## src/rtl/axi4lite_pkg.sv

```systemverilog
// rtl/axi4lite_pkg.sv - shared AXI4-Lite response codes, master FSM states and width defaults
package axi4lite_pkg;

  typedef enum logic [1:0] {
    OKAY   = 2'b00,
    EXOKAY = 2'b01,
    SLVERR = 2'b10,
    DECERR = 2'b11
  } resp_t;

  typedef enum logic [2:0] {
    ST_IDLE,
    ST_WR_AW_W,
    ST_WR_B,
    ST_RD_AR,
    ST_RD_R,
    ST_RSP
  } master_state_e;

  localparam int AXI_ADDR_W      = 32;
  localparam int AXI_DATA_W      = 32;
  localparam int AXI_TIMEOUT_CYC = 256;

endpackage

```

## src/rtl/axi4lite_master.sv

```systemverilog
// rtl/axi4lite_master.sv - single-outstanding AXI4-Lite initiator with per-phase handshake timeout
module axi4lite_master
  import axi4lite_pkg::*;
#(
  parameter int ADDR_W      = AXI_ADDR_W,
  parameter int DATA_W      = AXI_DATA_W,
  parameter int TIMEOUT_CYC = AXI_TIMEOUT_CYC,
  localparam int STRB_W     = DATA_W / 8
) (
  input  logic              A_CLK,
  input  logic              A_RST,
  input  logic              req_valid,
  output logic              req_ready,
  input  logic              req_write,
  input  logic [ADDR_W-1:0] req_addr,
  input  logic [DATA_W-1:0] req_wdata,
  input  logic [STRB_W-1:0] req_wstrb,
  input  logic [2:0]        req_prot,
  output logic              rsp_valid,
  input  logic              rsp_ready,
  output logic [DATA_W-1:0] rsp_rdata,
  output logic [1:0]        rsp_resp,
  output logic              rsp_timeout,
  output logic              AW_VALID,
  input  logic              AW_READY,
  output logic [ADDR_W-1:0] AW_ADDR,
  output logic [2:0]        AW_PROT,
  output logic              W_VALID,
  input  logic              W_READY,
  output logic [DATA_W-1:0] W_DATA,
  output logic [STRB_W-1:0] W_STRB,
  input  logic              B_VALID,
  output logic              B_READY,
  input  logic [1:0]        B_RESP,
  output logic              AR_VALID,
  input  logic              AR_READY,
  output logic [ADDR_W-1:0] AR_ADDR,
  output logic [2:0]        AR_PROT,
  input  logic              R_VALID,
  output logic              R_READY,
  input  logic [DATA_W-1:0] R_DATA,
  input  logic [1:0]        R_RESP
);

  // Abort fires on the last allowed cycle of a phase when no handshake happens in it.
  localparam bit          TMO_EN   = (TIMEOUT_CYC != 0);
  localparam logic [15:0] TMO_LAST = (TIMEOUT_CYC == 0)    ? 16'd0 :
                                     (TIMEOUT_CYC > 65536) ? 16'hFFFF :
                                                             16'(TIMEOUT_CYC - 1);

  master_state_e     state_q, state_d;
  logic              req_ready_q, req_ready_d;
  logic [ADDR_W-1:0] addr_q, addr_d;
  logic [DATA_W-1:0] wdata_q, wdata_d;
  logic [STRB_W-1:0] wstrb_q, wstrb_d;
  logic [2:0]        prot_q, prot_d;
  logic              aw_valid_q, aw_valid_d;
  logic              w_valid_q, w_valid_d;
  logic              b_ready_q, b_ready_d;
  logic              ar_valid_q, ar_valid_d;
  logic              r_ready_q, r_ready_d;
  logic              rsp_valid_q, rsp_valid_d;
  logic [DATA_W-1:0] rsp_rdata_q, rsp_rdata_d;
  logic [1:0]        rsp_resp_q, rsp_resp_d;
  logic              rsp_timeout_q, rsp_timeout_d;
  logic [15:0]       tmo_cnt_q, tmo_cnt_d;
  logic              tmo_hit;
  logic              abort;

  assign tmo_hit = TMO_EN && (tmo_cnt_q == TMO_LAST);

  always_comb begin
    state_d       = state_q;
    req_ready_d   = req_ready_q;
    addr_d        = addr_q;
    wdata_d       = wdata_q;
    wstrb_d       = wstrb_q;
    prot_d        = prot_q;
    aw_valid_d    = aw_valid_q;
    w_valid_d     = w_valid_q;
    b_ready_d     = b_ready_q;
    ar_valid_d    = ar_valid_q;
    r_ready_d     = r_ready_q;
    rsp_valid_d   = rsp_valid_q;
    rsp_rdata_d   = rsp_rdata_q;
    rsp_resp_d    = rsp_resp_q;
    rsp_timeout_d = rsp_timeout_q;
    abort         = 1'b0;

    case (state_q)
      ST_IDLE: begin
        if (req_valid && req_ready_q) begin
          req_ready_d   = 1'b0;
          addr_d        = req_addr;
          wdata_d       = req_wdata;
          wstrb_d       = req_wstrb;
          prot_d        = req_prot;
          rsp_timeout_d = 1'b0;
          if (req_write) begin
            state_d    = ST_WR_AW_W;
            aw_valid_d = 1'b1;
            w_valid_d  = 1'b1;
          end else begin
            state_d    = ST_RD_AR;
            ar_valid_d = 1'b1;
          end
        end
      end
      ST_WR_AW_W: begin
        // A low VALID register doubles as that channel's done flag.
        if (AW_READY) aw_valid_d = 1'b0;
        if (W_READY)  w_valid_d  = 1'b0;
        if (!aw_valid_d && !w_valid_d) begin
          state_d   = ST_WR_B;
          b_ready_d = 1'b1;
        end else begin
          abort = tmo_hit;
        end
      end
      ST_WR_B: begin
        if (B_VALID) begin
          b_ready_d   = 1'b0;
          rsp_valid_d = 1'b1;
          rsp_resp_d  = B_RESP;
          rsp_rdata_d = '0;
          state_d     = ST_RSP;
        end else begin
          abort = tmo_hit;
        end
      end
      ST_RD_AR: begin
        if (AR_READY) begin
          ar_valid_d = 1'b0;
          r_ready_d  = 1'b1;
          state_d    = ST_RD_R;
        end else begin
          abort = tmo_hit;
        end
      end
      ST_RD_R: begin
        if (R_VALID) begin
          r_ready_d   = 1'b0;
          rsp_valid_d = 1'b1;
          rsp_resp_d  = R_RESP;
          rsp_rdata_d = R_DATA;
          state_d     = ST_RSP;
        end else begin
          abort = tmo_hit;
        end
      end
      ST_RSP: begin
        if (rsp_ready) begin
          rsp_valid_d = 1'b0;
          req_ready_d = 1'b1;
          state_d     = ST_IDLE;
        end
      end
      default: begin
        state_d     = ST_IDLE;
        req_ready_d = 1'b1;
      end
    endcase

    if (abort) begin
      aw_valid_d    = 1'b0;
      w_valid_d     = 1'b0;
      b_ready_d     = 1'b0;
      ar_valid_d    = 1'b0;
      r_ready_d     = 1'b0;
      rsp_valid_d   = 1'b1;
      rsp_resp_d    = SLVERR;
      rsp_rdata_d   = '0;
      rsp_timeout_d = 1'b1;
      state_d       = ST_RSP;
    end

    if ((state_d != state_q) || (state_q == ST_IDLE) || (state_q == ST_RSP)) begin
      tmo_cnt_d = '0;
    end else if (tmo_cnt_q == 16'hFFFF) begin
      tmo_cnt_d = tmo_cnt_q;
    end else begin
      tmo_cnt_d = tmo_cnt_q + 16'd1;
    end
  end

  always_ff @(posedge A_CLK) begin
    if (A_RST) begin
      state_q       <= ST_IDLE;
      req_ready_q   <= 1'b1;
      addr_q        <= '0;
      wdata_q       <= '0;
      wstrb_q       <= '0;
      prot_q        <= '0;
      aw_valid_q    <= 1'b0;
      w_valid_q     <= 1'b0;
      b_ready_q     <= 1'b0;
      ar_valid_q    <= 1'b0;
      r_ready_q     <= 1'b0;
      rsp_valid_q   <= 1'b0;
      rsp_rdata_q   <= '0;
      rsp_resp_q    <= '0;
      rsp_timeout_q <= 1'b0;
      tmo_cnt_q     <= '0;
    end else begin
      state_q       <= state_d;
      req_ready_q   <= req_ready_d;
      addr_q        <= addr_d;
      wdata_q       <= wdata_d;
      wstrb_q       <= wstrb_d;
      prot_q        <= prot_d;
      aw_valid_q    <= aw_valid_d;
      w_valid_q     <= w_valid_d;
      b_ready_q     <= b_ready_d;
      ar_valid_q    <= ar_valid_d;
      r_ready_q     <= r_ready_d;
      rsp_valid_q   <= rsp_valid_d;
      rsp_rdata_q   <= rsp_rdata_d;
      rsp_resp_q    <= rsp_resp_d;
      rsp_timeout_q <= rsp_timeout_d;
      tmo_cnt_q     <= tmo_cnt_d;
    end
  end

  assign req_ready   = req_ready_q;
  assign rsp_valid   = rsp_valid_q;
  assign rsp_rdata   = rsp_rdata_q;
  assign rsp_resp    = rsp_resp_q;
  assign rsp_timeout = rsp_timeout_q;
  assign AW_VALID    = aw_valid_q;
  assign AW_ADDR     = addr_q;
  assign AW_PROT     = prot_q;
  assign W_VALID     = w_valid_q;
  assign W_DATA      = wdata_q;
  assign W_STRB      = wstrb_q;
  assign B_READY     = b_ready_q;
  assign AR_VALID    = ar_valid_q;
  assign AR_ADDR     = addr_q;
  assign AR_PROT     = prot_q;
  assign R_READY     = r_ready_q;

endmodule

```

## config.mk

```make
export PLATFORM = sky130hd
export DESIGN_NAME = axi4lite_master
export DESIGN_NICKNAME = d
export VERILOG_FILES = /design/src/rtl/axi4lite_pkg.sv /design/src/rtl/axi4lite_master.sv
export SDC_FILE = /design/constraint.sdc
export NUM_CORES = 1
export LEC_CHECK = 0
export ABC_AREA = 1
export CAP_MARGIN = 30
export CORE_MARGIN = 10
export CORE_UTILIZATION = 40
export DETAILED_ROUTE_END_ITERATION = 10
export MAX_ROUTING_LAYER = met4
export PLACE_DENSITY = 0.79
export SLEW_MARGIN = 20
export SYNTH_ARGS = -nofsm -noshare
export SYNTH_HDL_FRONTEND = slang
export SYNTH_SLANG_ARGS = --single-unit
```

## constraint.sdc

```tcl
create_clock -name A_CLK -period 3.1 [get_ports A_CLK]
set_input_delay 0.31 -clock A_CLK [delete_from_list [all_inputs] [get_ports A_CLK]]
set_output_delay 0.31 -clock A_CLK [all_outputs]
set_load 0.05 [all_outputs]
```

==> results of run 1 <==
==> state kept, by name, indices dropped and copies added (netlist names) <==
| register | count |
|---|---|
| AR_ADDR | 32 |
| AR_PROT | 3 |
| AR_VALID | 1 |
| AW_VALID | 1 |
| B_READY | 1 |
| R_READY | 1 |
| W_DATA | 32 |
| W_STRB | 4 |
| W_VALID | 1 |
| req_ready | 1 |
| rsp_rdata | 32 |
| rsp_resp | 2 |
| rsp_timeout | 1 |
| rsp_valid | 1 |
| state_q | 3 |
| tmo_cnt_q | 16 |
==> synth_stat cells, drive strengths merged (3+ instances only) <==
master    n
nor2    193
dfxtp   132
nand3    85
o21ai    77
nand2    60
buf      48
a21oi    43
inv      29
clkbuf   28
xor2     11
nor3      5
xnor2     3
==> path summary, 6_finish.rpt <==
kind	startpoint	endpoint	slack (ns)	cells after the start
max	state_q[1]	tmo_cnt_q[0]	0.89	7
min reg2reg	R_READY	R_READY	0.47	2
max reg2reg	state_q[1]	tmo_cnt_q[0]	0.89	7
min	R_DATA[29]	rsp_rdata[29]	0.47	3
==> critical path: cells and delay by family, from the launching register on <==
family                 cells  cell delay, ns
AND/OR/NAND/NOR            5            0.97
flip-flops                 1            0.55
buffers and inverters      1            0.46
AO/OA/AOI/OAI              1            0.10
==> metal layers <==
layer	global-route usage (%)	vias to the layer above	share of wire (%)
li1	-	2752	-
met1	21.4	2529	40
met2	30.4	211	47
met3	10.0	26	11
met4	7.53	0	1.9
met5	-	-	0
==> metrics by stage <==
| step | instance area (um2) | hold slack, ns |
|---|---|---|
| after global placement | 8050 | 0.455 |
| after floorplan | 5560 | 0.379 |
| after detailed placement | 8050 | 0.462 |
| final | 8710 | 0.466 |
| after global routing | 8710 | 0.463 |
| after CTS | 8710 | 0.458 |
==> area by class of cell <==
class	instances	area [um2]
inverter	30	115
sequential	132	2640
fill	1194	5060
clock buffer	21	460
clock inverter	11	198
timing repair buffer	274	2720
multi-input combinational	485	2350
tap	180	225
antenna	1	2.50
==> power groups by stage <==
stage / registers (mW) / clock network, mW / logic (mW)
2_1_floorplan: 3.61 / 0 / 1.79
3_3_place_gp: 2.38 / 0 / 4.28
3_5_place_dp: 2.39 / 0 / 4.29
4_1_cts: 2.37 / 2.26 / 4.31
5_1_grt: 2.42 / 2.34 / 4.52
6_report: 2.37 / 2.23 / 4.27
==> logic make-up after synthesis <==
| logic type | count (synthesis) | synth area share [%] |
|---|---|---|
| compound gates | 124 | 11.5 |
| xor+xnor | 14 | 2.20 |
| fa+ha+maj | 1 | 0.225 |
| buf+inv | 106 | 10.2 |
| flops | 132 | 47.5 |
| mux | 1 | 0.180 |
| simple gates | 345 | 28.2 |
==> cell usage in the layout (no fill, tap or decap), types with 3 or more instances in the layout <==
| master | count |
|---|---|
| nor2_1 | 175 |
| bufinv_16 | 5 |
| clkbuf_16 | 17 |
| buf_4 | 10 |
| a21oi_1 | 42 |
| xnor2_1 | 3 |
| xor2_1 | 11 |
| o21ai_0 | 76 |
| nand2_2 | 4 |
| nand3_1 | 84 |
| nor2_4 | 11 |
| clkdlybuf4s50_1 | 264 |
| nand2_1 | 54 |
| dfxtp_1 | 132 |
| nor3_1 | 4 |
| nor2_2 | 6 |
| inv_1 | 25 |
==> summary.md, run 1 <==
| Metric | Value |
|---|---|
| Worst-path fanout max | `16` |
| Final setup vio count | `0` |
| Total power | `8.87 mW` |
| Final core utilization | `63.3%` |
| CP Class | `flop to flop` |
| Post-Syn Instances | `723` |
| Number of max-cap violations | `0` |
| Resized cells post-CTS | `0` |
| Post-synthesis sequential area ratio | `47.5%` |
| Antenna-violating nets left | `0` |
| Yosys top cell area share | `47.5%` |
| Post CTS Setup Buffer Count | `0` |
| P_sw | `4.01 mW` |
| Critical path required time | `3.39 ns` |
| TritonCTS Buffers | `17` |
| Syn-to-layout area delta | `56.7%` |
| Final worst path period share | `71.4%` |
| GR Overflow Total | `0` |
| Avg Inst Size Synth | `7.69 um2` |
| Slowest cell on the critical path | `dfxtp_1` |
| Initial Util | `40.4%` |
| Routed vias/inst | `4.87` |
| Netlist cell types | `36` |
| Port Buffers | `264` |
| Most used DFF post-synth | `dfxtp_1` |
| HPWL after DPL | `13600 um` |
| DRT iter0 DRCs | `320` |
| Max_slew headroom | `39.1%` |
| Dpl cells | `1101` |
| Async S/R FF share, synth | `0%` |
| Worst Skew | `0.0190 ns` |
| Number of H-tree levels | `4` |
| Fin Setup TNS | `0 ns` |
| Static Leak | `3.42 nW` |
| Minimum clock period | `2.21 ns` |
| Setup ws final | `0.887 ns` |
| Largest net degree at the start of global routing | `73` |
| Worst slew pin tran | `0.906 ns` |
| HP Class | `input port to flop` |
| Combinational power share | `48.2%` |
| Via count | `5518` |
| FMAX | `452 MHz` |
| Global-route wire length before repair | `28600 um` |
| Total Routing Usage GR | `19.7%` |
| Syn nets | `841` |
| Critical path endpoint category | `flop` |
| Final GP Congestion | `0.834` |
| Clock root cell | `clkbuf_16` |
| Die width | `138 um` |
| DIE HEIGHT | `138 um` |
| Critical Path Source Type | `flop` |
| Worst stage delay on the critical path | `0.55 ns` |
| Row count | `43` |
| Place WS | `0.792 ns` |
| Internal Power | `4.86 mW` |
| Register share of total power | `26.7%` |
| Drt pass-1 iters | `5` |
| Remaining DRCs | `0` |
| Layout cells sized above 1 | `7.56%` |
| Yosys reg bits | `132` |
| Num Clock Sinks | `132` |
| Clk_lat worst skew | `0.43 ns` |
| Post-synth EDFFs | `0` |
| Wirelength, routed | `18700 um` |
| CP most frequent cell | `nor2_1` |
| I/O pins | `265` |
| Clk buf depth | `2` |
| RSZ-0062 raised after global routing | `no` |
| Max Slew Vio Count | `0` |
| Layout Cells excl Fill | `1134` |
| Outcome | `finished clean` |
| YS warnings | `0` |
| Core Area | `13800 um2` |
| Critical Path AT | `2.51 ns` |
| CTS clk-pin slew, worst paths | `0.06 ns` |
| WL/cell | `16.5 um` |
| Largest area contributor in the synthesized netlist | `dfxtp_1` |
| Synth top area cells | `dfxtp_1 (48%), nor2_1 (12%), nand3_1 (7.6%), o21ai_0 (6.8%), buf_4 (4.9%)` |
| TritonCTS clock tree | `done` |
| Number of antenna violations at the first check in global routing | `0` |
| Switching Share | `45.2%` |
| Synth Cell Area | `5560 um2` |
| Final hold vios | `0` |
| Power Density | `1020 nW/um2` |
| Clock power frac | `25.1%` |
| Final net count | `1058` |
| Vias in the first global route | `5546` |
| CP Cell Sequence | `nor2_2 -> nand2_1 -> clkinv_1 -> nor2_1 -> a21oi_2 -> nand2_4 -> nor2_1` |
| Full die area | `19000 um2` |
| # hold bufs at CTS | `0` |
| Peak VDD IR | `840 uV` |
No activity file was read; power rests on OpenSTA's default activity.
==> inputs of run 2 (changes only) <==
Settings changed: CORE_UTILIZATION 40 to 37, PLACE_DENSITY 0.79 to 0.77.
Clock period 3.1 ns to 2 ns, I/O delays scaled along.
==> run 2 against run 1 <==
Effect of this change: clock skew down 0.011 ns; clock-buffer cell count down 3; critical path type is now flop to output pin; largest cell class unchanged; final area up 1.8%; total power up 54%.
==> summary.md, run 2 (synthesis gave the netlist of run 1 again) <==
| Metric | Value |
|---|---|
| Outcome | `finished clean` |
| Routed vias/inst | `4.79` |
| Final core utilization | `60.6%` |
| Max_slew headroom | `60.9%` |
| Clk_lat worst skew | `0.42 ns` |
| Internal Power | `7.30 mW` |
| Minimum clock period | `1.84 ns` |
| Largest net degree at the start of global routing | `73` |
| Total Routing Usage GR | `18.9%` |
| Critical Path AT | `1.64 ns` |
| Worst path bufs/invs | `1` |
| Wirelength, routed | `19200 um` |
| Final worst path period share | `91.9%` |
| Num Clock Sinks | `132` |
| Final net count | `1076` |
| RSZ-0062 raised after global routing | `no` |
| Commonest non-fill, non-tap cell in the layout | `clkdlybuf4s50_1` |
| Final setup vio count | `0` |
| CTS clk-pin slew, worst paths | `0.06 ns` |
| P_sw | `6.31 mW` |
| Hold path cells | `3` |
| Worst r2r dst | `rsp_rdata[20]` |
| FMAX | `544 MHz` |
| Switching Share | `46.4%` |
| Critical path endpoint category | `output pin` |
| Power Density | `1530 nW/um2` |
| HPWL after DPL | `14100 um` |
| Worst slew pin tran | `0.584 ns` |
| Final GP Congestion | `0.880` |
| Number of H-tree levels | `4` |
| Vias in the first global route | `5625` |
| Hold EP | `AR_ADDR[21]` |
| # hold bufs at CTS | `0` |
| Die width | `143 um` |
| Clock power frac | `22.8%` |
| Final hold vios | `0` |
| HP Class | `input port to flop` |
| Row count | `44` |
| Core Area | `14600 um2` |
| TritonCTS Buffers | `17` |
| Full die area | `20300 um2` |
| Flop-to-flop setup slack | `0.21 ns` |
| Post CTS Setup Buffer Count | `0` |
| Crit path max-delay family | `buffers and inverters` |
| Antenna-violating nets left | `0` |
| Static Leak | `3.49 nW` |
| Fin Setup TNS | `0 ns` |
| GR Overflow Total | `0` |
| Slowest cell on the critical path | `clkdlybuf4s50_1` |
| CP Class | `flop to output pin` |
| Worst reg2reg path depth | `10` |
| DRT iter0 DRCs | `262` |
| Worst stage delay on the critical path | `0.85 ns` |
| WL/cell | `16.6 um` |
| I/O pins | `265` |
| TritonCTS clock tree | `done` |
| Syn-to-layout area delta | `59.5%` |
| Drt pass-1 iters | `5` |
| Worst-path fanout max | `3` |
| Number of antenna violations at the first check in global routing | `1` |
| Initial Util | `38.0%` |
| Port Buffers | `264` |
| CP Cell Sequence | `clkdlybuf4s50_1` |
| Most frequent cells in the layout | `clkdlybuf4s50_1 (264), nor2_1 (174), dfxtp_1 (127)` |
| Resized cells post-CTS | `0` |
| Crit Reg-Reg Startpoint | `tmo_cnt_q[0]` |
| Via count | `5541` |
| Critical Path Source Type | `flop` |
| Number of max-cap violations | `0` |
| HP Start | `req_addr[21]` |
| Worst Skew | `0.00835 ns` |
| Critical path required time | `1.80 ns` |
| Peak VDD IR | `1340 uV` |
| Clock root cell | `clkbuf_16` |
| Max Slew Vio Count | `0` |
| Combinational power share | `50.4%` |
| Remaining DRCs | `0` |
| Layout cells sized above 1 | `10.4%` |
| DIE HEIGHT | `143 um` |
| Register share of total power | `26.8%` |
| Clk buf depth | `2` |
| Global-route wire length before repair | `29600 um` |
run 2: changes by cell type in the layout (fill, tap and decap cells not counted), moves of 2 or more:
| cell | change |
|---|---|
| buf_4 | +13 |
| buf_12 | +5 |
| dfxtp_1 | -5 |
| dfxtp_2 | +5 |
| clkinvlp_4 | +4 |
| bufinv_16 | -3 |
| clkbuf_1 | -2 |
| clkinv_4 | +2 |
run 2: through the flow:
step | worst slack, ns | total power [mW] | hold WS [ns] | cells | cell area (um2)
2_1_floorplan | 0.0888 | 8.37 | 0.269 | 723 | 5560
3_3_place_gp | 0.0863 | 10.6 | 0.457 | 1123 | 8260
3_5_place_dp | 0.0303 | 10.6 | 0.460 | 1123 | 8260
4_1_cts | 0.0364 | 13.7 | 0.346 | 1155 | 8850
5_1_grt | 0.0167 | 14.3 | 0.355 | 1156 | 8870
6_report | 0.162 | 13.6 | 0.359 | 1156 | 8870
run 2: metal layers:
layer	part of all wire, %	GRT usage (%)	routed length (um)	vias to the layer above
li1	-	-	-	2782
met1	39	19.4	7490	2553
met2	50	31.0	9530	183
met3	9.5	9.31	1830	23
met4	1.6	6.08	310	0
met5	0	-	0	-
run 2: how the worst max path moves through the flow:
stage                            start       endpoint  slack, ns  cells past startpoint
after floorplan              req_ready  tmo_cnt_q[13]       0.09                     11
after global placement         W_READY  tmo_cnt_q[15]       0.09                     14
after detailed placement      AW_READY  tmo_cnt_q[15]       0.03                     14
after CTS                 tmo_cnt_q[0]  tmo_cnt_q[15]       0.04                     12
after global routing        state_q[2]  tmo_cnt_q[15]       0.02                     13
final                        req_ready      req_ready       0.16                      1
run 2: power by group through the flow:
stage / clock network (mW) / registers (mW) / logic, mW
after global routing: 3.28 / 3.73 / 7.26
after detailed placement: 0 / 3.69 / 6.90
after global placement: 0 / 3.67 / 6.88
final: 3.10 / 3.65 / 6.86
after floorplan: 0 / 5.59 / 2.78
after CTS: 3.15 / 3.66 / 6.93
run 2: final cells by class:
cell class	count	area (um2)
Antenna cell	1	2.50
Clock buffer	18	439
Clock inverter	14	155
Fill cell	1273	5770
Inverter	30	115
Multi-Input combinational cell	485	2360
Sequential cell	132	2650
Tap cell	184	230
Timing Repair Buffer	292	2920
